==> config.mk <==
export PLATFORM = sky130hd
export DESIGN_NAME = tm_tape_ctrl
export DESIGN_NICKNAME = d
export VERILOG_FILES = /design/src/rtl/tm_tape_ctrl.sv
export SDC_FILE = /design/constraint.sdc
export NUM_CORES = 1
export LEC_CHECK = 0
export CELL_PAD_IN_SITES_DETAIL_PLACEMENT = 1
export CELL_PAD_IN_SITES_GLOBAL_PLACEMENT = 1
export CORE_UTILIZATION = 38
export CTS_CLUSTER_DIAMETER = 30
export DETAILED_ROUTE_END_ITERATION = 6
export GPL_TIMING_DRIVEN = 1
export PLACE_DENSITY_LB_ADDON = 0.1
export SYNTH_ARGS = -nofsm -noshare
export SYNTH_HDL_FRONTEND = slang
export SYNTH_SLANG_ARGS = --single-unit
==> constraint.sdc <==
create_clock -name clk -period 2.95 [get_ports clk]
set_input_delay 0.295 -clock clk [delete_from_list [all_inputs] [get_ports clk]]
set_output_delay 0.295 -clock clk [all_outputs]
set_load 0.005 [all_outputs]
==> src/rtl/tm_tape_ctrl.sv <==
// Tape-head controller: keeps the head position and a one-cell symbol cache.
// It turns core READ / WRITE+MOVE commands into single-byte SRAM requests.
module tm_tape_ctrl #(
    parameter int              HEAD_W    = 12,
    parameter logic [15:0]     BASE_ADDR = 16'h0100,
    parameter logic [HEAD_W-1:0] HEAD_INIT = '0
) (
    input  logic              clk,
    input  logic              rst,
    input  logic              cmd_valid_i,
    output logic              cmd_ready_o,
    input  logic              cmd_op_i,
    input  logic [7:0]        cmd_sym_i,
    input  logic [1:0]        cmd_move_i,
    output logic              rsp_valid_o,
    output logic [7:0]        rsp_sym_o,
    output logic [HEAD_W-1:0] head_o,
    output logic              mem_valid_o,
    output logic              mem_iswr_o,
    output logic [15:0]       mem_addr_o,
    output logic [7:0]        mem_wdata_o,
    input  logic              mem_done_i,
    input  logic [7:0]        mem_rdata_i
);

    typedef enum logic [1:0] {IDLE, RD_REQ, WR_REQ, RESP} state_t;

    state_t            state_reg, state_next;
    logic [HEAD_W-1:0] head_reg, head_next;
    logic [7:0]        cache_reg, cache_next;
    logic              cache_valid_reg, cache_valid_next;
    logic [1:0]        move_reg, move_next;
    logic              mem_valid_reg, mem_valid_next;
    logic              mem_iswr_reg, mem_iswr_next;
    logic [15:0]       mem_addr_reg, mem_addr_next;
    logic [7:0]        mem_wdata_reg, mem_wdata_next;
    logic              rsp_valid_reg, rsp_valid_next;
    logic [7:0]        rsp_sym_reg, rsp_sym_next;
    logic [15:0]       head_addr;
    logic              is_stay;

    function automatic logic [HEAD_W-1:0] apply_move(input logic [HEAD_W-1:0] h,
                                                     input logic [1:0] mv);
        case (mv)
            2'b01:   return h - HEAD_W'(1);
            2'b10:   return h + HEAD_W'(1);
            default: return h;
        endcase
    endfunction

    assign head_addr = BASE_ADDR + 16'(head_reg);

    always_ff @(posedge clk) begin
        if (rst) begin
            state_reg       <= IDLE;
            head_reg        <= HEAD_INIT;
            cache_reg       <= 8'h00;
            cache_valid_reg <= 1'b0;
            move_reg        <= 2'b00;
            mem_valid_reg   <= 1'b0;
            mem_iswr_reg    <= 1'b0;
            mem_addr_reg    <= 16'h0000;
            mem_wdata_reg   <= 8'h00;
            rsp_valid_reg   <= 1'b0;
            rsp_sym_reg     <= 8'h00;
        end else begin
            state_reg       <= state_next;
            head_reg        <= head_next;
            cache_reg       <= cache_next;
            cache_valid_reg <= cache_valid_next;
            move_reg        <= move_next;
            mem_valid_reg   <= mem_valid_next;
            mem_iswr_reg    <= mem_iswr_next;
            mem_addr_reg    <= mem_addr_next;
            mem_wdata_reg   <= mem_wdata_next;
            rsp_valid_reg   <= rsp_valid_next;
            rsp_sym_reg     <= rsp_sym_next;
        end
    end

    always_comb begin
        state_next       = state_reg;
        head_next        = head_reg;
        cache_next       = cache_reg;
        cache_valid_next = cache_valid_reg;
        move_next        = move_reg;
        mem_valid_next   = mem_valid_reg;
        mem_iswr_next    = mem_iswr_reg;
        mem_addr_next    = mem_addr_reg;
        mem_wdata_next   = mem_wdata_reg;
        rsp_valid_next   = 1'b0;
        rsp_sym_next     = rsp_sym_reg;
        is_stay          = 1'b0;

        case (state_reg)
            IDLE: begin
                if (cmd_valid_i) begin
                    if (!cmd_op_i) begin
                        if (cache_valid_reg) begin
                            state_next     = RESP;
                            rsp_valid_next = 1'b1;
                            rsp_sym_next   = cache_reg;
                        end else begin
                            state_next     = RD_REQ;
                            mem_valid_next = 1'b1;
                            mem_iswr_next  = 1'b0;
                            mem_addr_next  = head_addr;
                        end
                    end else if (cache_valid_reg && cache_reg == cmd_sym_i) begin
                        // Cell already holds this symbol: skip the SRAM write.
                        is_stay        = (cmd_move_i == 2'b00) || (cmd_move_i == 2'b11);
                        state_next     = RESP;
                        rsp_valid_next = 1'b1;
                        rsp_sym_next   = cmd_sym_i;
                        head_next      = apply_move(head_reg, cmd_move_i);
                        if (!is_stay) begin
                            cache_valid_next = 1'b0;
                        end
                    end else begin
                        state_next     = WR_REQ;
                        mem_valid_next = 1'b1;
                        mem_iswr_next  = 1'b1;
                        mem_addr_next  = head_addr;
                        mem_wdata_next = cmd_sym_i;
                        move_next      = cmd_move_i;
                    end
                end
            end
            RD_REQ: begin
                if (mem_done_i) begin
                    state_next       = RESP;
                    mem_valid_next   = 1'b0;
                    rsp_valid_next   = 1'b1;
                    rsp_sym_next     = mem_rdata_i;
                    cache_next       = mem_rdata_i;
                    cache_valid_next = 1'b1;
                end
            end
            WR_REQ: begin
                if (mem_done_i) begin
                    is_stay          = (move_reg == 2'b00) || (move_reg == 2'b11);
                    state_next       = RESP;
                    mem_valid_next   = 1'b0;
                    rsp_valid_next   = 1'b1;
                    rsp_sym_next     = mem_wdata_reg;
                    head_next        = apply_move(head_reg, move_reg);
                    cache_next       = mem_wdata_reg;
                    cache_valid_next = is_stay;
                end
            end
            default: begin
                // RESP lasts one cycle, which also forces a low cycle of mem_valid_o.
                state_next     = IDLE;
                mem_valid_next = 1'b0;
            end
        endcase
    end

    assign cmd_ready_o = (state_reg == IDLE);
    assign rsp_valid_o = rsp_valid_reg;
    assign rsp_sym_o   = rsp_sym_reg;
    assign head_o      = head_reg;
    assign mem_valid_o = mem_valid_reg;
    assign mem_iswr_o  = mem_iswr_reg;
    assign mem_addr_o  = mem_addr_reg;
    assign mem_wdata_o = mem_wdata_reg;

endmodule

Word-level counts from Yosys, hierarchy flattened
Cells that the tools add are included.

Register bits after elaboration: 60. Output and inout port bits: 48. Word-level logic and storage cells: 102. Input port bits: 23.

Mux-type cells: 45. Reductions and logical operators: 18. Eq/ne operators: 24. Bitwise gates (word level): 1. $add $sub $neg: 3.

Operator list (count): case mux 12 bit (2 select lines) (3); two-way mux 12 bit (4); two-way mux 16 bit (3); two-way mux 8 bit (6); case mux 8 bit (3 select lines) (1); two-way mux 1 bit (19); case mux 8 bit (2 select lines) (1); AND reduction 7 bit (2); adder 9 x 12 -> 13 bit, first input constant (1); adder 12 x 1 -> 12 bit, second input constant (1); != test 2 bit, second input constant (6); AND reduction 4 bit (3); subtractor 12 x 1 -> 12 bit, second input constant (1); equality test 2 bit, second input constant (5); != test 3 x 1 -> 1 bit, second input constant (3); equality test 8 bit (1); two-way mux 2 bit (4); equality test 2 x 1 -> 1 bit, second input constant (3); logical NOT 2 bit (3); != test 2 x 1 -> 1 bit, second input constant (3); != test 3 bit, second input constant (2); AND reduction 6 bit (1); case mux 1 bit (2 select lines) (2); case mux 2 bit (2 select lines) (1); other kinds (10) (12).

Depth between registers and ports, before layout
Gate-level depths: netlist of the first run.

Word-level depth: 7. Gate-level depth with buffers: 9. Depth with buffers taken out: 7.

Worst setup path before layout of the first run
Ideal clock, no wire load.

Path kind: reg2reg. From: register state_reg[0]. To: register head_reg[11] (netlist: head_o[11]). Cell stages (with the launch flop): 9. Slack: 747 ps. Arrival time: 2079 ps. Buffers on the path: 1. Data required time: 2827 ps. Setup time: 123 ps. Clock period less this slack: 2203 ps. Cells stage by stage: dfxtp_1 inv_1 ha_1 nand3_1 o21bai_1 or4_4 buf_6 a211oi_2 mux2_1.

Longest elaborated chain between the ends: 3. Elaborated cells on any way between the ends: 11. Classes of those cells: eq/ne (7); mux (1); reduce/logical (3).

RTL lines: start, declared (line 28) `state_t state_reg, state_next;`; start signal, assigned (line 67) `state_reg <= state_next;`; logical NOT 2 bit *; via cmd_ready_o (line 11) `output logic cmd_ready_o,`; != test 3 x 1 -> 1 bit (no line) (tied with other cells); AND reduction 7 bit (no line); end signal, assigned (line 68) `head_reg <= head_next;`; end, declared (line 29) `logic [HEAD_W-1:0] head_reg, head_next;`.

Mark *: on every way through the listed nets, which the timed path passes. The rest lies on a longest branch. A chain may end at the register's enable or synchronous reset.

Worst setup path in the final report of the first run
From: register state_reg[0]. To: register head_reg[9] (netlist: head_o[9]).

Longest elaborated chain between the ends: 3. Elaborated cells on any way between the ends: 11. Classes of those cells: eq/ne (7); mux (1); reduce/logical (3).

RTL lines: equality test 2 bit or logical NOT 2 bit (tied branches) (line 95) `case (state_reg)`; != test 3 x 1 -> 1 bit (no line) (tied with other cells); AND reduction 7 bit (no line).

Several ways; a longest one is shown, not always the timed one.

==> results of run 1 <==
-- cells by family (layout without fill, tap and decap cells) --
| kind of cell | Yosys count | in the layout |
|---|---|---|
| simple gates | 153 | 153 |
| compound gates | 124 | 124 |
| flops | 57 | 57 |
| buf+inv | 50 | 107 |
| mux | 25 | 25 |
| fa+ha+maj | 12 | 12 |
| xor+xnor | 11 | 11 |
| other cells | 1 | 3 |
-- worst register-to-register path, delay by kind of cell, from the launching register on --
kind	cells	cell delay (ns)
AOI/OAI and AO/OA	2	0.55
muxes	1	0.37
DFF	1	0.35
adders and majority gates	1	0.19
and+or+nand+nor	2	0.77
buffers and inverters	1	0.09
-- Yosys cell counts (6+ instances only) --
cell | count | area share (%)
sky130_fd_sc_hd__dfxtp_1 | 57 | 33
sky130_fd_sc_hd__nor2_1 | 42 | 4.5
sky130_fd_sc_hd__a21oi_1 | 35 | 5.0
sky130_fd_sc_hd__nand3_1 | 32 | 4.6
sky130_fd_sc_hd__o21ai_0 | 32 | 4.6
sky130_fd_sc_hd__clkbuf_1 | 21 | 2.3
sky130_fd_sc_hd__mux2i_1 | 20 | 5.7
sky130_fd_sc_hd__a211oi_1 | 19 | 4.1
sky130_fd_sc_hd__nand4_1 | 14 | 2.5
sky130_fd_sc_hd__nand2b_1 | 13 | 2.3
sky130_fd_sc_hd__ha_1 | 12 | 4.3
sky130_fd_sc_hd__nor2b_1 | 12 | 2.1
sky130_fd_sc_hd__buf_4 | 11 | 2.4
sky130_fd_sc_hd__inv_1 | 11 | 1.2
sky130_fd_sc_hd__nand2_1 | 11 | 1.2
sky130_fd_sc_hd__xnor2_1 | 10 | 2.5
sky130_fd_sc_hd__a22oi_1 | 9 | 1.9
sky130_fd_sc_hd__buf_2 | 6 | 0.86
sky130_fd_sc_hd__o2111ai_1 | 6 | 1.5
-- per-layer routing --
metal,share of wire (%),vias to the layer above,GRT usage (%)
met5,0,-,0
met4,2.2,0,8.974
met3,2.7,16,4.152
met2,50,67,41.28
met1,45,1665,28.37
li1,-,1687,-
-- per-stage QoR --
stage                     util (%)  setup WS [ns]  hold slack [ns]  instance area (um^2)  cells
after global routing         50.30         0.3350           0.4884                  4429    600
after floorplan                  -         0.7474           0.4422                  3508    435
after detailed placement     47.74         0.2800           0.4649                  4204    584
final                        50.30         0.4970           0.4571                  4429    600
after CTS                    50.30         0.4958           0.4601                  4429    600
after global placement       47.74         0.3514           0.4590                  4204    584
-- path summary, 6_finish.rpt --
check                             startpoint              to
worst max-delay path            state_reg[0]       head_o[9]
worst min-delay path                     rst  mem_wdata_o[3]
worst max register to register  state_reg[0]       head_o[9]
worst min register to register  rsp_sym_o[0]    rsp_sym_o[0]
-- area by class of cell --
class	instances	area share [%]
clock buffer	9	2.797
clock inverter	7	2.288
timing repair buffer	80	17.23
tap	108	3.051
sequential	57	25.76
inverter	11	0.9322
multi-input combinational	328	47.94
-- power groups by stage --
stage	clock (mW)	sequential (mW)	combinational, mW
finish	0.857	1.01	1.43
global route	0.914	1.03	1.58
CTS	0.880	1.01	1.43
detailed placement	0	1.03	1.42
global placement	0	1.02	1.39
floorplan	0	1.00	0.917
==> results summary, run 1 <==
The maximum number of pins on one net before global-route repair is 37. The run finished, with violations left. The cell count after synthesis is roughly 430. In the final layout, the share of cells above drive strength 1 is under 10%. The final cycle utilization of the critical path is between 80% and 90%. The most common cell after layout, fill and taps aside is sky130_fd_sc_hd__clkdlybuf4s50_1. The instance count on the critical path came out at 7. The library cell contributing the largest single delay on the critical path is sky130_fd_sc_hd__or4_4. The time the worst path needs with I/O delays and setup came out at 2.453 ns. The total of flip-flops plus latches after synthesis is 57. The worst pin sits at a relative slew slack of between 50% and 60%. Once the floorplan was initialized, standard cells occupied around two fifths of the core.

The count of buffers added on input and output ports is 67. The worst hold path stage count is 2. The global-route wire length before repair came out at about 18,000 um. The layout net count came out at approximately 520.

The post-cts gate resize count came out at 0. The maximum level of the CTS H-tree is 3. The final routed DRC violation total came out at 5.

The cell area after synthesis is between 0.003 and 0.004 mm^2. The clock network power share came out at between 20% and 30%. The final hold violation count is 0. In this run the vertical extent of the chip is a little under 100 um. The full die area came out at a little under 0.01 mm^2. The share of cell area taken by muxes after synthesis is roughly 7.3%.

The leakage power total came out at 1.517 nW. The pin slew with the least headroom to its limit is 0.6865 ns. The die span in x came out at 97.99 um.

The fmax is 407.7 MHz. In the synthesized netlist the dominant register cell turns out to be sky130_fd_sc_hd__dfxtp_1. The final reports fail on design-rule violations.

The reported max-cap violation count came out at 0. The sum of internal, switching and leakage power came out at about 3.3 mW. The largest vdd supply drop came out at approximately 0.00045 V.

Using the TritonRoute via totals, the vias-per-cell ratio works out to ~5.7. The internal power component came out at between 2 and 2.5 mW. The weighted congestion at the end of routability-driven global placement is approximately 0.86. The count of routing violations after the opening detailed-route iteration is 115. For this block, the via count after detailed routing is around 3,400. The number of antenna violations at the first check in global routing is 0. The reg-to-reg setup timing slack came out at approximately 0.50 ns.

Across the routed clock network, the largest skew measured is 0.01119 ns. The post-synthesis compound-gate area fraction is roughly 22%. The area of the placeable core is slightly below 0.009 mm^2.

The number of flops mapped to enable cells by yosys came out at 0. The HPWL after detailed placement is between 7000 and 8000 um. Clock tree synthesis inserted a total of 9 buffers. On the critical path the largest part of the delay comes from simple AND/OR/NAND/NOR gates. 0 antenna diodes ended up in the layout. The number of buffers inserted for hold repair after clock tree synthesis came out at 0. For the worst-skew pair, the clock arrives at the later sink with an insertion delay of roughly 0.35 ns. The worst path buffer plus inverter count came out at 1. The required time of the worst setup path came out at 3.18 ns. The number of post-CTS setup repair buffers is 0. The post-synthesis xor/xnor area fraction came out at about 2.8%. The path class of the tightest hold or removal check is input pin to flip-flop. The critical path data arrival time came out at roughly 2.7 ns.

The number of pins with negative max-slew slack in the final report came out at 0. Power spread over the standard cell area amounts to about 740 mW/mm^2. TritonCTS built the clock tree. The simple-gate share of the synthesized area came out at approximately a quarter. Across every metal layer, demand over resource in global routing totals 23.46%.

The aggregate routed wire length came out at between 10,000 and 15,000 um. In this run the count of I/O pins placed on the die edge is a little over 70. The area growth from synthesis to final layout is 26.52%.

Clock tree synthesis found a total of 57 sinks. The switching part of the total came out at approximately two fifths. The maximum fanout along the worst path came out at 11. After synthesis, the share of flip-flops with an asynchronous set or reset is 0%. The first detailed-routing pass ran for 7 iterations. The sum of negative setup slack is 0 ns. The number of nets with antenna violations after detailed routing is 0. The area used by sequential logic in the layout is 0.001141 mm^2. The total setup violations reported at the end of the flow came out at 0.

The element type at the critical path end is a flip-flop. The number of global-route vias before repair came out at 3,562. Combinational cells account for 43.4% of the total power. The number of warnings reported in the yosys synthesis log came out at 0. The number of flip-flops under the largest register name is 13. In this design, the stage delay of the slowest critical-path cell is 0.59 ns.

The mean instance size in the synthesized netlist came out at 8.085 um^2. The net switching power figure came out at 1.280 mW. The count of standard-cell rows came out at 34.

The critical path is of the flip-flop to flip-flop type. The maximum clock path buffer count is 2. Measured in cells, the most critical reg-to-reg path has a length of 7. By area, the combinational part of the netlist is dominated by simple AND/OR/NAND/NOR gates. Leaving out fill and tap cells, the most frequent cells in the layout are sky130_fd_sc_hd__clkdlybuf4s50_1 (66), sky130_fd_sc_hd__dfxtp_1 (57), sky130_fd_sc_hd__nor2_1 (42). In this run the clock root is driven by a sky130_fd_sc_hd__clkbuf_8. The routed wire length per instance is between 15 and 20 um. The number of different library cells in the post-synthesis netlist came out at 54.

The sequential area share after synthesis is between 30% and 40%. Fill cells in the final layout number around 1,100. In the final layout, the multi-input gates occupy 0.002123 mm^2.

The critical path goes through inv_1 -> ha_1 -> nand3_1 -> o21bai_1 -> or4_4 -> a211oi_1 -> mux2_2. STA classifies the critical path startpoint as a flip-flop. Setup repair after global routing left no endpoint under its margin. The clock transition at the registers of the reported paths came out at 0.08 ns. The relative contribution of sequential cells to total power came out at 30.6%.

The fraction of the mapped netlist area in adder cells came out at 4.289%. The total congestion overflow after global routing is 0.
Power figures use the tool's default switching activity.
==> run 2: changes to the inputs <==
==> constraint.sdc (replaced) <==
create_clock -name clk -period 2.35 [get_ports clk]
set_input_delay 0.235 -clock clk [delete_from_list [all_inputs] [get_ports clk]]
set_output_delay 0.235 -clock clk [all_outputs]
set_load 0.005 [all_outputs]
==> results summary, run 2 (synthesized netlist as in run 1, its figures left out) <==
The run finished, with violations left. The final reports fail on design-rule violations. The final routed DRC violation total came out at 5. The critical path in this run is classified as flip-flop to flip-flop. The core region is 0.008806 mm^2.

The insertion delay of the later-clocked pin in the worst-skew pair came out at between 0.3 and 0.4 ns. The final-layout fill cell count came out at between 1,000 and 1,500. The maximum fanout along the worst path came out at 5.

In this run the horizontal extent of the chip is around 98 um. The area growth from synthesis to final layout is 33.99%. The worst setup path is launched from a flip-flop. In the layout the commonest cells are sky130_fd_sc_hd__clkdlybuf4s50_1 (66), sky130_fd_sc_hd__dfxtp_1 (56), sky130_fd_sc_hd__buf_4 (46). The share of layout cells above drive strength 1 came out at 15.62%.

Based on the critical path, the design can be clocked at up to between 400 and 500 MHz. The count of standard-cell rows came out at 34. The time the worst path needs with I/O delays and setup is 2.212 ns. Headroom to the max-slew limit came out at a little over three fifths. The routed wire length per instance is between 15 and 20 um. The most critical setup path has its startpoint at state_reg[1]. The first-pass detailed-route iteration total came out at 6.

The number of pins with negative max-slew slack in the final report is 0. The reported max-cap violation count is 0. The full die area is a little under 0.01 mm^2. STA classifies the critical path endpoint as a flip-flop. The global-route usage over all layers came out at 24.06%. The top layer reached by signal wires is met4. The number of antenna violations at the first check in global routing came out at 0.

Across the VDD grid, the largest voltage drop is 0.0004417 V. The origin of the critical flop-to-flop path is state_reg[1]. The global-route wire length before repair is around 18,000 um. The number of global-route vias before repair is around 3,700. For the worst setup path, the data required time is 2.59 ns. The via density per instance came out at around 5.6. The total congestion overflow after global routing is 0.

The final core utilization is a little over half. The final HPWL from detailed placement is around 8200 um. The overall die height came out at around 100 um. The number of I/O port buffers is 67. The maximum clock path buffer count is 2. The library cell used most frequently in the layout, excluding fill and tap cells, is sky130_fd_sc_hd__clkdlybuf4s50_1. In this run the worst hold path is classified as input pin to flip-flop. In this run the cell area measured after placement is between 0.004 and 0.005 mm^2. The detailed-route wire length on metal 1 is a little under 5000 um. The number of flip-flops under the largest register name came out at 13. For this block, the initial DRC count from the detailed router was 105. The number of ports placed on the die boundary came out at 71. STA puts the critical path data arrival time at about 2.5 ns.

The number of nets with antenna violations after detailed routing came out at 0. The total length of routed met2 wires is about 5700 um. Setup repair after global routing left no endpoint under its margin.

TritonCTS built the clock tree. The routed design has 11,140 um of wire. The weighted congestion at the end of routability-driven global placement is 0.8863. The maximum number of pins on one net before global-route repair came out at 32.

The critical path ends at head_o[9]. Summed over all cells, the static leakage comes to around 1.7 nW. The tree is rooted in a sky130_fd_sc_hd__clkbuf_8. The area of all placed cells without fillers is 0.004691 mm^2.

The via count of the routed design is 3,576. The met3 routed wirelength is between 300 and 400 um. The total setup violations reported at the end of the flow came out at 0. The reg-to-reg setup timing slack is roughly 0.14 ns. The number of buffers inserted during clock tree synthesis came out at 9. The worst hold slack is between 0.3 and 0.4 ns. Counting cells, the worst reg-to-reg path comes to 7. The clock arrives with approximately 0.015 ns of skew. The layout net count came out at 555. The endpoint identified for the worst register-to-register timing path is head_o[9]. The final antenna diode count came out at 0.

The maximum level of the CTS H-tree came out at 3. The power per unit of standard cell area came out at between 900 and 1000 mW/mm^2. Of the available clock period, the critical path in the final layout requires between 90% and 100%. The final hold violation count is 0. The initial core utilization is 39.76%. The sink count of the clock tree is 57. The pin slew with the least headroom to its limit is about 0.55 ns. The clock transition at the registers of the reported paths came out at 0.07 ns.
[run 2: layout make-up]
class                   instances  area (um^2)  share of cell area [%]
flip-flops and latches         57         1142                   24.35
clock inverters                 7        95.09                   2.027
well taps                     108        135.1                   2.881
inverters                      11        41.29                  0.8802
clock buffers                   9        123.9                   2.641
repair buffers                113         1011                   21.55
multi-input cells             328         2142                   45.67
[run 2: report_power, final]
part / switching [mW] / internal, mW
sequential: 0.131 / 1.13
clock: 0.457 / 0.597
combinational: 1.05 / 0.905
total: 1.64 / 2.63
[run 2: per-layer routing]
metal / track usage [%] / vias up
li1: - / 1756
met1: 27.88 / 1723
met2: 43.12 / 77
met3: 5.440 / 20
met4: 8.741 / 0
met5: 0 / -
[run 2: critical path: stages (launching register included)]
cell                       delay, ns
sky130_fd_sc_hd__dfxtp_1        0.35
sky130_fd_sc_hd__inv_1          0.09
sky130_fd_sc_hd__ha_1           0.17
sky130_fd_sc_hd__nand3_1        0.13
sky130_fd_sc_hd__o21bai_1       0.21
sky130_fd_sc_hd__or4_4          0.53
sky130_fd_sc_hd__a211oi_2       0.27
sky130_fd_sc_hd__mux2_2         0.35
[run 2: metrics by stage]
stage               std cells  power, mW  worst slack (ns)  setup TNS [ns]
CTS                       633      4.296           0.01943               0
finish                    633      4.270            0.1378               0
global placement          617      3.164          -0.04077        -0.04077
floorplan                 435      2.409            0.1474               0
global route              633      4.554           0.02611               0
detailed placement        617      3.212           -0.1769         -0.3233
[run 2: how the worst min path moves through the flow]
stage | startpoint | to | slack, ns | cells after the start
after floorplan | cmd_move_i[0] | move_reg[0] | 0.38 | 2
after global routing | rst | mem_addr_o[7] | 0.41 | 2
final | rst | mem_addr_o[1] | 0.39 | 2
after detailed placement | rsp_sym_o[1] | rsp_sym_o[1] | 0.46 | 2
after global placement | rsp_sym_o[1] | rsp_sym_o[1] | 0.46 | 2
after CTS | rst | mem_addr_o[1] | 0.38 | 2
[run 2: timing repair]
action	CTS	global route
buffers inserted	0	0
hold buffers	0	0
pin swaps	0	0
resized for setup	2	3
endpoints found under the setup margin	2	9
==> run 3: changes to the inputs <==
--- a/config.mk
+++ b/config.mk
@@ -7,7 +7,7 @@
 export LEC_CHECK = 0
 export CELL_PAD_IN_SITES_DETAIL_PLACEMENT = 1
 export CELL_PAD_IN_SITES_GLOBAL_PLACEMENT = 1
-export CORE_UTILIZATION = 38
+export CORE_UTILIZATION = 41
 export CTS_CLUSTER_DIAMETER = 30
 export DETAILED_ROUTE_END_ITERATION = 6
 export GPL_TIMING_DRIVEN = 1
==> constraint.sdc (replaced) <==
create_clock -name clk -period 2.8 [get_ports clk]
set_input_delay 0.28 -clock clk [delete_from_list [all_inputs] [get_ports clk]]
set_output_delay 0.28 -clock clk [all_outputs]
set_load 0.02 [all_outputs]
==> results summary, run 3 (synthesized netlist as in run 1, its figures left out) <==
Setup violations remaining at the end of the flow were counted as 0. The die span in x is ~94 um. Counting the buffers created by CTS gives 9. The worst setup path is of the flip-flop to flip-flop kind. The register with the most flip-flops in the layout has 13 of them. The clock drives 57 sinks. The aggregate routed wire length is 10,730 um. The logic depth of the worst register-to-register path came out at 7. The global-route usage over all layers is approximately a quarter.

The maximum number of pins on one net before global-route repair came out at between 40 and 50. The final core utilization came out at between 50% and 60%. The count of routing violations after the opening detailed-route iteration is between 150 and 200. On the final layout, the worst clock skew is between 0.005 and 0.006 ns. The area of the placeable core came out at roughly 0.0083 mm^2. For this block, the via count after detailed routing is around 3,500. The final hold violation count is 0. The initial core utilization is 42.39%. The tightest hold path in the finished design has a slack of 0.4719 ns. In this run the number of H-tree levels came out at 3. The reported max-cap violation count came out at 0. The worst setup path is launched from a flip-flop. Relative to the synthesized area, the layout overhead comes to 26.84%. Data on the critical path is required at its endpoint by roughly 3.0 ns.

The later pin in the worst-skew pair is clocked with a latency of about 0.35 ns. The number of antenna violations at the first check in global routing is 0. The fmax came out at about 420 MHz. The final cycle utilization of the critical path came out at a little over four fifths. The time the worst path needs with I/O delays and setup is between 2 and 2.5 ns. The worst slew margin relative to its limit is about 43%. The final-layout fill cell count came out at ~1,000. The number of nets with antenna violations after detailed routing is 0. The first-pass detailed-route iteration total came out at 7.

The final HPWL from detailed placement came out at between 7000 and 8000 um. The post-cts gate resize count is 0. In this run the worst path has a maximum fanout of 11. The worst slack at placement is between 0.15 and 0.2 ns. The first global-routing pass estimated roughly 17,000 um of wire.

The share of layout cells above drive strength 1 came out at 9.312%. The layout net count came out at 524. Data on the critical path arrives at its endpoint at 2.61 ns. The die covers between 0.008 and 0.009 mm^2. The final antenna diode count is 0. After clock tree synthesis, the flow added hold-fix buffers numbering 0. The overall die height is about 94 um. The final worst setup slack is about 0.42 ns.

The pin slew with the least headroom to its limit came out at ~0.85 ns. Port buffering added 67 buffers. TritonCTS built the clock tree. The floorplan has 33 rows. In the final timing run, aggregate negative setup slack is 0 ns.

The weighted congestion at the end of routability-driven global placement is 0.8640. The tree is rooted in a sky130_fd_sc_hd__clkbuf_8. The via density per instance came out at a little under 6.

The power per unit of standard cell area came out at ~810 mW/mm^2. In the final routed layout, each cell accounts on average for 17.91 um. The clock transition at the registers of the reported paths is about 0.080 ns. For this run the aggregate overflow at the end of global routing stands at 0. The leakage power total came out at 1.526 nW. The element type at the critical path end is a flip-flop.

The final routed DRC violation total is 0. The worst hold path stage count is 2. Leaving out fill and tap cells, the most frequent cell in the layout is sky130_fd_sc_hd__clkdlybuf4s50_1.

The number of ports placed on the die boundary came out at between 70 and 80. The largest vdd supply drop came out at between 0.0005 and 0.0006 V. The maximum clock path buffer count came out at 2. In the layout the commonest cells are sky130_fd_sc_hd__clkdlybuf4s50_1 (66), sky130_fd_sc_hd__dfxtp_1 (57), sky130_fd_sc_hd__nor2_1 (42). The class of the most critical hold timing path is flip-flop to flip-flop. The number of global-route vias before repair is 3,483. The run finished with clean final reports.

Setup repair after global routing left no endpoint under its margin. The number of post-CTS setup repair buffers is 0. The number of pins with negative max-slew slack in the final report was 0.
==> run 3: changes by cell type in the layout (fill, tap and decap cells not counted), sizes merged <==
| cell | previous run | this run |
|---|---|---|
| clkinv | 4 | 1 |
| inv | 11 | 13 |
| buf | 47 | 16 |
| clkinvlp | 1 | 2 |
==> run 3: critical path: stages, from the launching register on <==
cell	delay, ns
sky130_fd_sc_hd__dfxtp_1	0.36
sky130_fd_sc_hd__inv_1	0.09
sky130_fd_sc_hd__ha_1	0.19
sky130_fd_sc_hd__nand3_1	0.16
sky130_fd_sc_hd__o21bai_1	0.23
sky130_fd_sc_hd__or4_4	0.60
sky130_fd_sc_hd__a211oi_1	0.29
sky130_fd_sc_hd__mux2_2	0.36
==> run 3: cell type report <==
cell class,count,area (um^2),area share [%]
clock buffers,9,123.9,2.790
clock inverters,7,101.3,2.282
multi-input cells,328,2123,47.82
repair buffers,82,778.2,17.53
flip-flops and latches,57,1141,25.70
well taps,105,131.4,2.959
inverters,11,41.29,0.9298
==> run 3: path summary, 6_finish.rpt <==
| check | to | slack (ns) | start |
|---|---|---|---|
| setup reg to reg | head_o[9] | 0.42 | state_reg[0] |
| setup / recovery | head_o[9] | 0.42 | state_reg[0] |
| hold / removal | rsp_sym_o[1] | 0.47 | rsp_sym_o[1] |
| hold reg to reg | rsp_sym_o[1] | 0.47 | rsp_sym_o[1] |
==> run 3: per-stage QoR <==
| stage | instance area (um^2) | power [mW] | cells |
|---|---|---|---|
| 6_report | 4441 | 3.598 | 599 |
| 5_1_grt | 4441 | 3.825 | 599 |
| 4_1_cts | 4441 | 3.613 | 599 |
| 3_5_place_dp | 4215 | 2.696 | 583 |
| 3_3_place_gp | 4215 | 2.639 | 583 |
| 2_1_floorplan | 3508 | 2.129 | 435 |
==> run 3: power by group <==
group | switching [mW] | internal (mW) | leakage, nW
Clock | 0.401 | 0.509 | 0.106
Combinational | 0.958 | 0.666 | 0.956
Sequential | 0.120 | 0.945 | 0.463
==> run 3: routing by layer <==
layer / vias to the layer above / track usage (%) / part of all wire, %
met3: 12 / 4.348 / 3.3
met5: - / 0 / 0
met2: 78 / 47.34 / 53
met4: 0 / 6.667 / 1.1
li1: 1688 / - / -
met1: 1744 / 28.55 / 43
